<file path="src/rtl/sys_cmd_decoder.sv">
// Frame-command decoder between the UART receiver and the RF / ALU / TX FIFO.
// Parses AA (RF write), BB (RF read), CC (ALU with operands) and DD (ALU only) frames.
module sys_cmd_decoder #(
   parameter int DATA_WIDTH    = 8,
   parameter int ADDR_WIDTH    = 4,
   parameter int ALU_FUN_WIDTH = 4
) (
   input  logic                      CLK,
   input  logic                      RST,
   input  logic [DATA_WIDTH-1:0]     RX_P_DATA,
   input  logic                      RX_D_VLD,
   input  logic [DATA_WIDTH-1:0]     RF_RdData,
   input  logic                      RF_RdData_VLD,
   input  logic [2*DATA_WIDTH-1:0]   ALU_OUT,
   input  logic                      ALU_OUT_VLD,
   input  logic                      FIFO_FULL,
   output logic                      RF_WrEn,
   output logic                      RF_RdEn,
   output logic [ADDR_WIDTH-1:0]     RF_Address,
   output logic [DATA_WIDTH-1:0]     RF_WrData,
   output logic                      ALU_EN,
   output logic [ALU_FUN_WIDTH-1:0]  ALU_FUN,
   output logic                      CLK_GATE_EN,
   output logic [DATA_WIDTH-1:0]     TX_P_DATA,
   output logic                      TX_D_VLD
);

   typedef enum logic [3:0] {
      IDLE     = 4'd0,
      WR_ADDR  = 4'd1,
      WR_DATA  = 4'd2,
      RD_ADDR  = 4'd3,
      RD_WAIT  = 4'd4,
      OP_A     = 4'd5,
      OP_B     = 4'd6,
      FUN      = 4'd7,
      ALU_WAIT = 4'd8,
      TX_LSB   = 4'd9,
      TX_MSB   = 4'd10,
      TX_RD    = 4'd11
   } state_t;

   localparam logic [DATA_WIDTH-1:0] CMD_WR     = DATA_WIDTH'(8'hAA);
   localparam logic [DATA_WIDTH-1:0] CMD_RD     = DATA_WIDTH'(8'hBB);
   localparam logic [DATA_WIDTH-1:0] CMD_ALU_OP = DATA_WIDTH'(8'hCC);
   localparam logic [DATA_WIDTH-1:0] CMD_ALU    = DATA_WIDTH'(8'hDD);

   state_t                     state_r, state_s;
   logic [ADDR_WIDTH-1:0]      addr_r, addr_s;
   logic [DATA_WIDTH-1:0]      wr_data_r, wr_data_s;
   logic                       wr_en_r, wr_en_s;
   logic                       rd_en_r, rd_en_s;
   logic                       alu_en_r, alu_en_s;
   logic [ALU_FUN_WIDTH-1:0]   alu_fun_r, alu_fun_s;
   logic                       cge_r, cge_s;
   logic [DATA_WIDTH-1:0]      tx_data_r, tx_data_s;
   logic                       tx_vld_r, tx_vld_s;
   logic [2*DATA_WIDTH-1:0]    result_r, result_s;
   logic                       tx_ok_s;

   // A TX byte goes out only when the FIFO has room and the previous strobe has ended.
   assign tx_ok_s = !FIFO_FULL && !tx_vld_r;

   // Next-state and next-output decode; strobes default low so each lasts one cycle.
   always_comb begin
      state_s   = state_r;
      addr_s    = addr_r;
      wr_data_s = wr_data_r;
      wr_en_s   = 1'b0;
      rd_en_s   = 1'b0;
      alu_en_s  = alu_en_r;
      alu_fun_s = alu_fun_r;
      cge_s     = cge_r;
      tx_data_s = tx_data_r;
      tx_vld_s  = 1'b0;
      result_s  = result_r;
      case (state_r)
         IDLE: begin
            if (RX_D_VLD) begin
               case (RX_P_DATA)
                  CMD_WR:     state_s = WR_ADDR;
                  CMD_RD:     state_s = RD_ADDR;
                  CMD_ALU_OP: state_s = OP_A;
                  CMD_ALU:    state_s = FUN;
                  default:    state_s = IDLE;
               endcase
            end else begin
               state_s = IDLE;
            end
         end
         WR_ADDR: begin
            if (RX_D_VLD) begin
               addr_s  = RX_P_DATA[ADDR_WIDTH-1:0];
               state_s = WR_DATA;
            end else begin
               state_s = WR_ADDR;
            end
         end
         WR_DATA: begin
            if (RX_D_VLD) begin
               wr_data_s = RX_P_DATA;
               wr_en_s   = 1'b1;
               state_s   = IDLE;
            end else begin
               state_s = WR_DATA;
            end
         end
         RD_ADDR: begin
            if (RX_D_VLD) begin
               addr_s  = RX_P_DATA[ADDR_WIDTH-1:0];
               rd_en_s = 1'b1;
               state_s = RD_WAIT;
            end else begin
               state_s = RD_ADDR;
            end
         end
         RD_WAIT: begin
            if (RF_RdData_VLD) begin
               result_s = {{DATA_WIDTH{1'b0}}, RF_RdData};
               state_s  = TX_RD;
            end else begin
               state_s = RD_WAIT;
            end
         end
         OP_A, OP_B: begin
            if (RX_D_VLD) begin
               addr_s    = (state_r == OP_A) ? ADDR_WIDTH'(0) : ADDR_WIDTH'(1);
               wr_data_s = RX_P_DATA;
               wr_en_s   = 1'b1;
               state_s   = (state_r == OP_A) ? OP_B : FUN;
            end else begin
               state_s = state_r;
            end
         end
         FUN: begin
            if (RX_D_VLD) begin
               alu_fun_s = RX_P_DATA[ALU_FUN_WIDTH-1:0];
               alu_en_s  = 1'b1;
               cge_s     = 1'b1;
               state_s   = ALU_WAIT;
            end else begin
               state_s = FUN;
            end
         end
         ALU_WAIT: begin
            if (ALU_OUT_VLD) begin
               result_s = ALU_OUT;
               alu_en_s = 1'b0;
               cge_s    = 1'b0;
               state_s  = TX_LSB;
            end else begin
               state_s = ALU_WAIT;
            end
         end
         TX_LSB, TX_MSB, TX_RD: begin
            if (tx_ok_s) begin
               tx_data_s = (state_r == TX_MSB) ? result_r[2*DATA_WIDTH-1:DATA_WIDTH]
                                               : result_r[DATA_WIDTH-1:0];
               tx_vld_s  = 1'b1;
               state_s   = (state_r == TX_LSB) ? TX_MSB : IDLE;
            end else begin
               state_s = state_r;
            end
         end
         default: begin
            state_s  = IDLE;
            alu_en_s = 1'b0;
            cge_s    = 1'b0;
         end
      endcase
   end

   // State and output registers; reset clears everything, discarding any pending result.
   always_ff @(posedge CLK or negedge RST) begin
      if (!RST) begin
         state_r   <= IDLE;
         addr_r    <= '0;
         wr_data_r <= '0;
         wr_en_r   <= 1'b0;
         rd_en_r   <= 1'b0;
         alu_en_r  <= 1'b0;
         alu_fun_r <= '0;
         cge_r     <= 1'b0;
         tx_data_r <= '0;
         tx_vld_r  <= 1'b0;
         result_r  <= '0;
      end else begin
         state_r   <= state_s;
         addr_r    <= addr_s;
         wr_data_r <= wr_data_s;
         wr_en_r   <= wr_en_s;
         rd_en_r   <= rd_en_s;
         alu_en_r  <= alu_en_s;
         alu_fun_r <= alu_fun_s;
         cge_r     <= cge_s;
         tx_data_r <= tx_data_s;
         tx_vld_r  <= tx_vld_s;
         result_r  <= result_s;
      end
   end

   assign RF_WrEn     = wr_en_r;
   assign RF_RdEn     = rd_en_r;
   assign RF_Address  = addr_r;
   assign RF_WrData   = wr_data_r;
   assign ALU_EN      = alu_en_r;
   assign ALU_FUN     = alu_fun_r;
   assign CLK_GATE_EN = cge_r;
   assign TX_P_DATA   = tx_data_r;
   assign TX_D_VLD    = tx_vld_r;

endmodule

</file>
<file path="config.mk">
export PLATFORM = sky130hd
export DESIGN_NAME = sys_cmd_decoder
export DESIGN_NICKNAME = d
export VERILOG_FILES = /design/src/rtl/sys_cmd_decoder.sv
export SDC_FILE = /design/constraint.sdc
export NUM_CORES = 1
export LEC_CHECK = 0
export ABC_CLOCK_PERIOD_IN_PS = 1600
export CORE_ASPECT_RATIO = 1.2
export CORE_MARGIN = 10
export CORE_UTILIZATION = 38
export CTS_BUF_LIST = sky130_fd_sc_hd__clkbuf_8
export DETAILED_ROUTE_END_ITERATION = 8
export MAX_ROUTING_LAYER = met4
export PLACE_DENSITY = 0.69
export RECOVER_POWER = 100
export SLEW_MARGIN = 30
export SYNTH_ARGS = -nofsm -noshare
export SYNTH_HDL_FRONTEND = slang
export SYNTH_SLANG_ARGS = --single-unit
</file>
<file path="constraint.sdc">
create_clock -name CLK -period 1.6 [get_ports CLK]
set_input_delay 0.24 -clock CLK [delete_from_list [all_inputs] [get_ports CLK]]
set_output_delay 0.24 -clock CLK [all_outputs]
set_load 0.005 [all_outputs]
</file>
# Yosys cells after proc, flatten, opt, wreduce, memory -nomap -nowiden
# Index checks and enable logic that the tools add are counted.
# Widths: inputs -> output; s select.
[totals]
regBits = 48
output_inout_bits = 29
word_cells = 79
[classes]
eq_ne = 21
n_bitwise = 1
reduce_logical = 18
mux = 29
[ops]
columns = ["operator", "n"]
rows = [
  ["$pmux 4 s9", 1],
  ["$eq 8x8->1 const B", 4],
  ["$mux 16", 2],
  ["$mux 4", 8],
  ["$pmux 16 s2", 1],
  ["$eq 4x3->1 const B", 4],
  ["$eq 4x4->1 const B", 4],
  ["$pmux 3 s4", 1],
  ["$mux 1", 10],
  ["$ne 2x2->1 const B", 5],
  ["$reduce_or 10->1", 1],
  ["$reduce_and 3->1", 3],
  ["$eq 4x2->1 const B", 2],
  ["$mux 8", 1],
  ["$pmux 4 s2", 1],
  ["$reduce_and 2->1", 4],
  ["$reduce_or 3->1", 2],
  ["$eq 4x1->1 const B", 1],
  ["$logic_not 4->1", 1],
  ["$mux 2", 2],
  ["$reduce_bool 2->1", 2],
  ["$reduce_or 2->1", 2],
  ["$mux 3", 1],
  ["$pmux 1 s3", 1],
  ["4 further kinds", 5],
]

# Depth between registers and ports, before layout
[depth]
word_depth = 4
ltp_mapped = 6
ltp_nobuf = 4

# Worst setup path after synthesis
# Ideal clock, no wire load.
[synth_path]
path_type = "register -> register"
start = "register state_r[0]"
end = "register state_r[0]"
period_less_slack_ns = 1.521
setup_slack_ns = 0.079
arrival_ns = 1.396
setup_ns = 0.125
path_stages_with_launch = 6
cell_sequence = "dfrtp_1 > buf_4 > and2b_1 > o21ai_1 > o32a_1 > mux2_2"
[synth_between]
elab_chain_len = 4
elab_cells_between_ends = 20
cone_classes = "13 x eq/ne; 3 x mux; 4 x reduce/logical"
[synth_rtl]
columns = ["item", "line", "rtl"]
rows = [
  ["start: declaration", "48", "state_t state_r, state_s;"],
  ["start signal: assignment", "188", "state_r <= state_s;"],
  ["$eq 4x3->1, or another cell as far along", "77, 130", ""],
  ["$mux 1, or another cell as far along", "130", "state_s = (state_r == OP_A) ? OP_B : FUN;"],
  ["$mux 4 or $ne 2x2->1 (tied branches)", "--", ""],
  ["$pmux 4 s9 or $reduce_and 2->1 (tied branches)", "--", ""],
]
# Several ways; a longest one is shown, not always the timed one. The select of a mux whose other input is x is not followed.
# A chain may end at the register's enable or synchronous reset.

# Final worst setup path
[layout_path]
start = "register state_r[1]"
end = "register wr_data_r[1] (netlist: RF_WrData[1])"
[layout_between]
elab_chain_len = 3
elab_cells_between_ends = 5
cone_classes = "3 x eq/ne; 2 x reduce/logical"
[layout_rtl]
columns = ["item", "line", "rtl"]
rows = [
  ["$eq 4x3->1 or $eq 4x2->1 (tied branches)", "77", "case (state_r)"],
  ["$reduce_or 3->1 (no source line) (*)", "--", ""],
  ["$reduce_and 2->1 (no source line) (*)", "--", ""],
  ["end signal: assignment", "190", "wr_data_r <= wr_data_s;"],
  ["end: declaration", "50", "logic [DATA_WIDTH-1:0] wr_data_r, wr_data_s;"],
]
# Mark *: on every way between the ends. The rest lies on a longest branch, timed or not.

==> reports/metrics.csv <==
stage,metric,value,unit
placement,portBuffers,66,
hold_path,min_to,result_r[2]$_DFFE_PN0P_,
cts,cts_root_buf,clkbuf_8,
synth,synth-compound-area-share,12.8,%
floorplanning,io_pins,67,
floorplanning,die_y,105,µm
synth,synth_top_area_share,52.3,%
floorplanning,initial_utilization,40.0,%
cts,cts_sinks,48,
worst_setup_path,cp.required,1.80,ns
worst_setup_path,critical_path_class,flip-flop to flip-flop,
power,p_switching,1.74,mW
layout,diodes,0,
sta,hold_viol_final,0,
run,drv_cap,0,
global_route,grt.overflow.total,0,
power,leakagePower,1.56,nW
worst_setup_path,path_max_fanout,4,
power,p_seq_share,35.2,%
layout,layout.nets,341,
sta,setup_viol,0,
global_route,antenna_found_initial,0,
hold_path,hold_start,result_r[2]$_DFFE_PN0P_,
synth,async_flop_share,100,%
sta,clock.fmax,0.627,GHz
synth,netlist_top_cells_count,"dfrtp_1 (48), nand2_1 (25), mux2i_1 (20)",
cts,insertion_delay,0.31,ns
synth,yosys_warnings,0,
synth,synth_xor_area_share,0.763,%
sta,post-route-period-util,99.7,%
power,ir_drop,800,µV
synth,synth_mux_area_share,15.6,%
worst_setup_path,ff2ff_path_depth,5,
synth,ys_ff_latch,48,
worst_setup_path,cp-end-kind,flip-flop,
drt,dr.pass1.iters,4,
synth,ys_types,38,
synth,synth_area,2290,µm²
power,combPwrFrac,44.1,%
worst_setup_path,path_cells,and2b_2 -> a21oi_2 -> nor3b_2 -> buf_4 -> mux2_4,
power,power,5.76,mW
global_route,grt_usage,13.2,%
synth,synth_fa_ha_area_share,0,%
worst_setup_path,path_delay_family,simple AND/OR/NAND/NOR gates,
drt,wl_per_cell,16.1,µm
drt,drc_errors,0,
cts,path_clk_slew,0.09,ns
hold_path,holdPathStages,2,
synth,synthSimpleGateAreaFrac,14.2,%
power,p_int,4.03,mW
placement,place_congestion,0.849,
worst_setup_path,r2r_start,state_r[1]$_DFFE_PN0P_,
synth,synth_edf_count,0,
drt,drtIter0Drc,77,
cts,cts_htree_levels,2,
power,power.density,1640,nW/µm²
layout,area_growth,53.5,%
sta,rsz0062_at_grt,yes,
worst_setup_path,start_kind,flip-flop,
worst_setup_path,r2r_end,RF_WrData[1]$_DFFE_PN0P_,
floorplanning,core.rowCount,30,
worst_setup_path,ff2ff_setup_slack,0.005,ns
sta,whs,0.494,ns
synth,yosysSeqAreaShare,52.3,%
sta,period_needed,1.59,ns
drt,ant_nets,0,
drt,vias,1878,
sta,worst_pin_slew,0.632,ns
cts,numCtsBuffers,5,
sta,drv_slew,0,
sta,relSlewSlack,57.9,%
synth,netlist_instances,204,
worst_setup_path,worstPathArrival,1.79,ns
cts,cts_tree,done,
cts,clock_path_buffers,2,
worst_setup_path,worst_path_max_delay_cell,dfrtp_1,
synth,synthFlopType,dfrtp_1,
synth,synth_most_common_cell,dfrtp_1,
floorplanning,die_area,9560,µm²
global_route,grt_max_degree,49,
global_route,first_global_vias,2019,
synth,syn_avg_cell_area,11.2,µm²
power,swShare,30.1,%
power,clockPowerShare,20.7,%
drt,wl,6190,µm
synth,yosysTopAreaCell,dfrtp_1,
placement,dpl.hpwl,4630,µm
worst_setup_path,cp_num_buf_inv,1,
sta,finClkSkew,0.00852,ns
hold_path,min_path_type,flip-flop to flip-flop,
floorplanning,coreArea,5740,µm²
floorplanning,dieWidth,90.9,µm
drt,viasPerCell,4.89,
worst_setup_path,crit_path_max_incr_delay,0.39,ns
synth,synth_top_family_by_area,multiplexers,
synth,synth_area_leaders,"dfrtp_1 (52%), mux2i_1 (8.7%), mux2_2 (6.9%)",
synth,syn_nets,242,
run_status,status,"complete, no violations",
global_route,grt_pass1_wl,10100,µm
layout,layout-drive-gt1-share,23.7,%
layout,fill_cells,472,
[worst register-to-register path, stage by stage, from the launching register on]
cell and delay, ns:
dfrtp_1 0.39, and2b_2 0.24, a21oi_2 0.06, nor3b_2 0.28, buf_4 0.21, mux2_4 0.30
[stage by stage]
| stage | TNS [ns] | setup slack, ns | area (µm²) | utilization, % | instances |
|---|---|---|---|---|---|
| 2_1_floorplan | 0 | 0.0791 | 2290 | - | 204 |
| 3_3_place_gp | -2.61 | -0.125 | 3280 | 57.1 | 371 |
| 3_5_place_dp | -2.60 | -0.126 | 3280 | 57.1 | 371 |
| 4_1_cts | 0 | 0.00414 | 3450 | 60.0 | 380 |
| 5_1_grt | -0.949 | -0.0847 | 3520 | 61.4 | 384 |
| 6_report | 0 | 0.00543 | 3520 | 61.4 | 384 |
[power groups by stage]
stage | combinational [mW] | clock, mW | sequential (mW)
after global placement | 2.33 | 0 | 2.01
after global routing | 2.78 | 1.26 | 2.11
after floorplan | 1.22 | 0 | 1.99
final | 2.54 | 1.19 | 2.03
after detailed placement | 2.38 | 0 | 2.04
after CTS | 2.39 | 1.21 | 2.02
[worst max path at each step]
| stage | startpoint | end | cells after the start |
|---|---|---|---|
| floorplan | state_r[0]$_DFFE_PN0P_ | state_r[0]$_DFFE_PN0P_ | 5 |
| global placement | ALU_OUT_VLD | result_r[8]$_DFFE_PN0P_ | 5 |
| detailed placement | RX_D_VLD | ALU_FUN[2]$_DFFE_PN0P_ | 6 |
| CTS | state_r[0]$_DFFE_PN0P_ | result_r[1]$_DFFE_PN0P_ | 5 |
| global route | state_r[1]$_DFFE_PN0P_ | RF_WrData[1]$_DFFE_PN0P_ | 5 |
| finish | state_r[1]$_DFFE_PN0P_ | RF_WrData[1]$_DFFE_PN0P_ | 5 |
[flip-flops by register name, indices dropped and copies added, names as in the netlist]
name         cells
RF_WrEn          1
CLK_GATE_EN      1
result_r        16
TX_P_DATA        8
TX_D_VLD         1
RF_WrData        8
RF_Address       4
state_r          4
ALU_FUN          4
RF_RdEn          1
[logic make-up (layout without fill, tap and decap cells)]
group                  count (synthesis)  count (layout)
AO/OA/AOI/OAI                         45              45
XOR/XNOR                               2               2
buffers and inverters                 18             118
flip-flops                            48              48
AND/OR/NAND/NOR                       57              57
multiplexers                          34              34
[layout make-up]
cell class,instances,area [µm²],area share (%)
clock buffer,5,68.8,1.95
clock inverter,3,90.1,2.56
inverter,6,22.5,0.639
multi-input combinational,138,1050,29.8
sequential,48,1200,34.2
tap,80,100,2.84
timing repair buffer,104,988,28.1
[timing repair]
action	4_1_cts	5_1_grt
endpoints found under the setup margin	0	24
buffers inserted	0	3
hold buffers	1	0
gates resized for setup	0	20
hold endpoints to repair	48	0
[cells in the final DEF (no fill, tap or decap), types with 2 or more instances in the layout]
| cell | count |
|---|---|
| bufinv_16 | 3 |
| o211ai_1 | 3 |
| o21ai_0 | 11 |
| xnor2_1 | 2 |
| mux2_4 | 8 |
| nand2_1 | 25 |
| mux2_2 | 6 |
| o21ai_1 | 9 |
| clkbuf_8 | 5 |
| clkdlybuf4s50_1 | 65 |
| nand2b_1 | 4 |
| nor2_1 | 4 |
| mux2i_1 | 20 |
| nor4bb_1 | 2 |
| o22ai_1 | 2 |
| buf_12 | 3 |
| nor3b_2 | 2 |
| buf_6 | 2 |
| buf_4 | 31 |
| a22o_1 | 8 |
| nor3_1 | 3 |
| inv_1 | 6 |
| a21oi_1 | 4 |
| dfrtp_2 | 2 |
| dfrtp_1 | 46 |
| nand3b_1 | 3 |
| nand3_1 | 2 |
[per-layer routing]
layer	routed length [µm]	track usage, %
met1	2680	15.6
met2	3230	21.6
met3	154	2.58
met4	118	5.04
met5	0	-
Power figures use the tool's default switching activity.
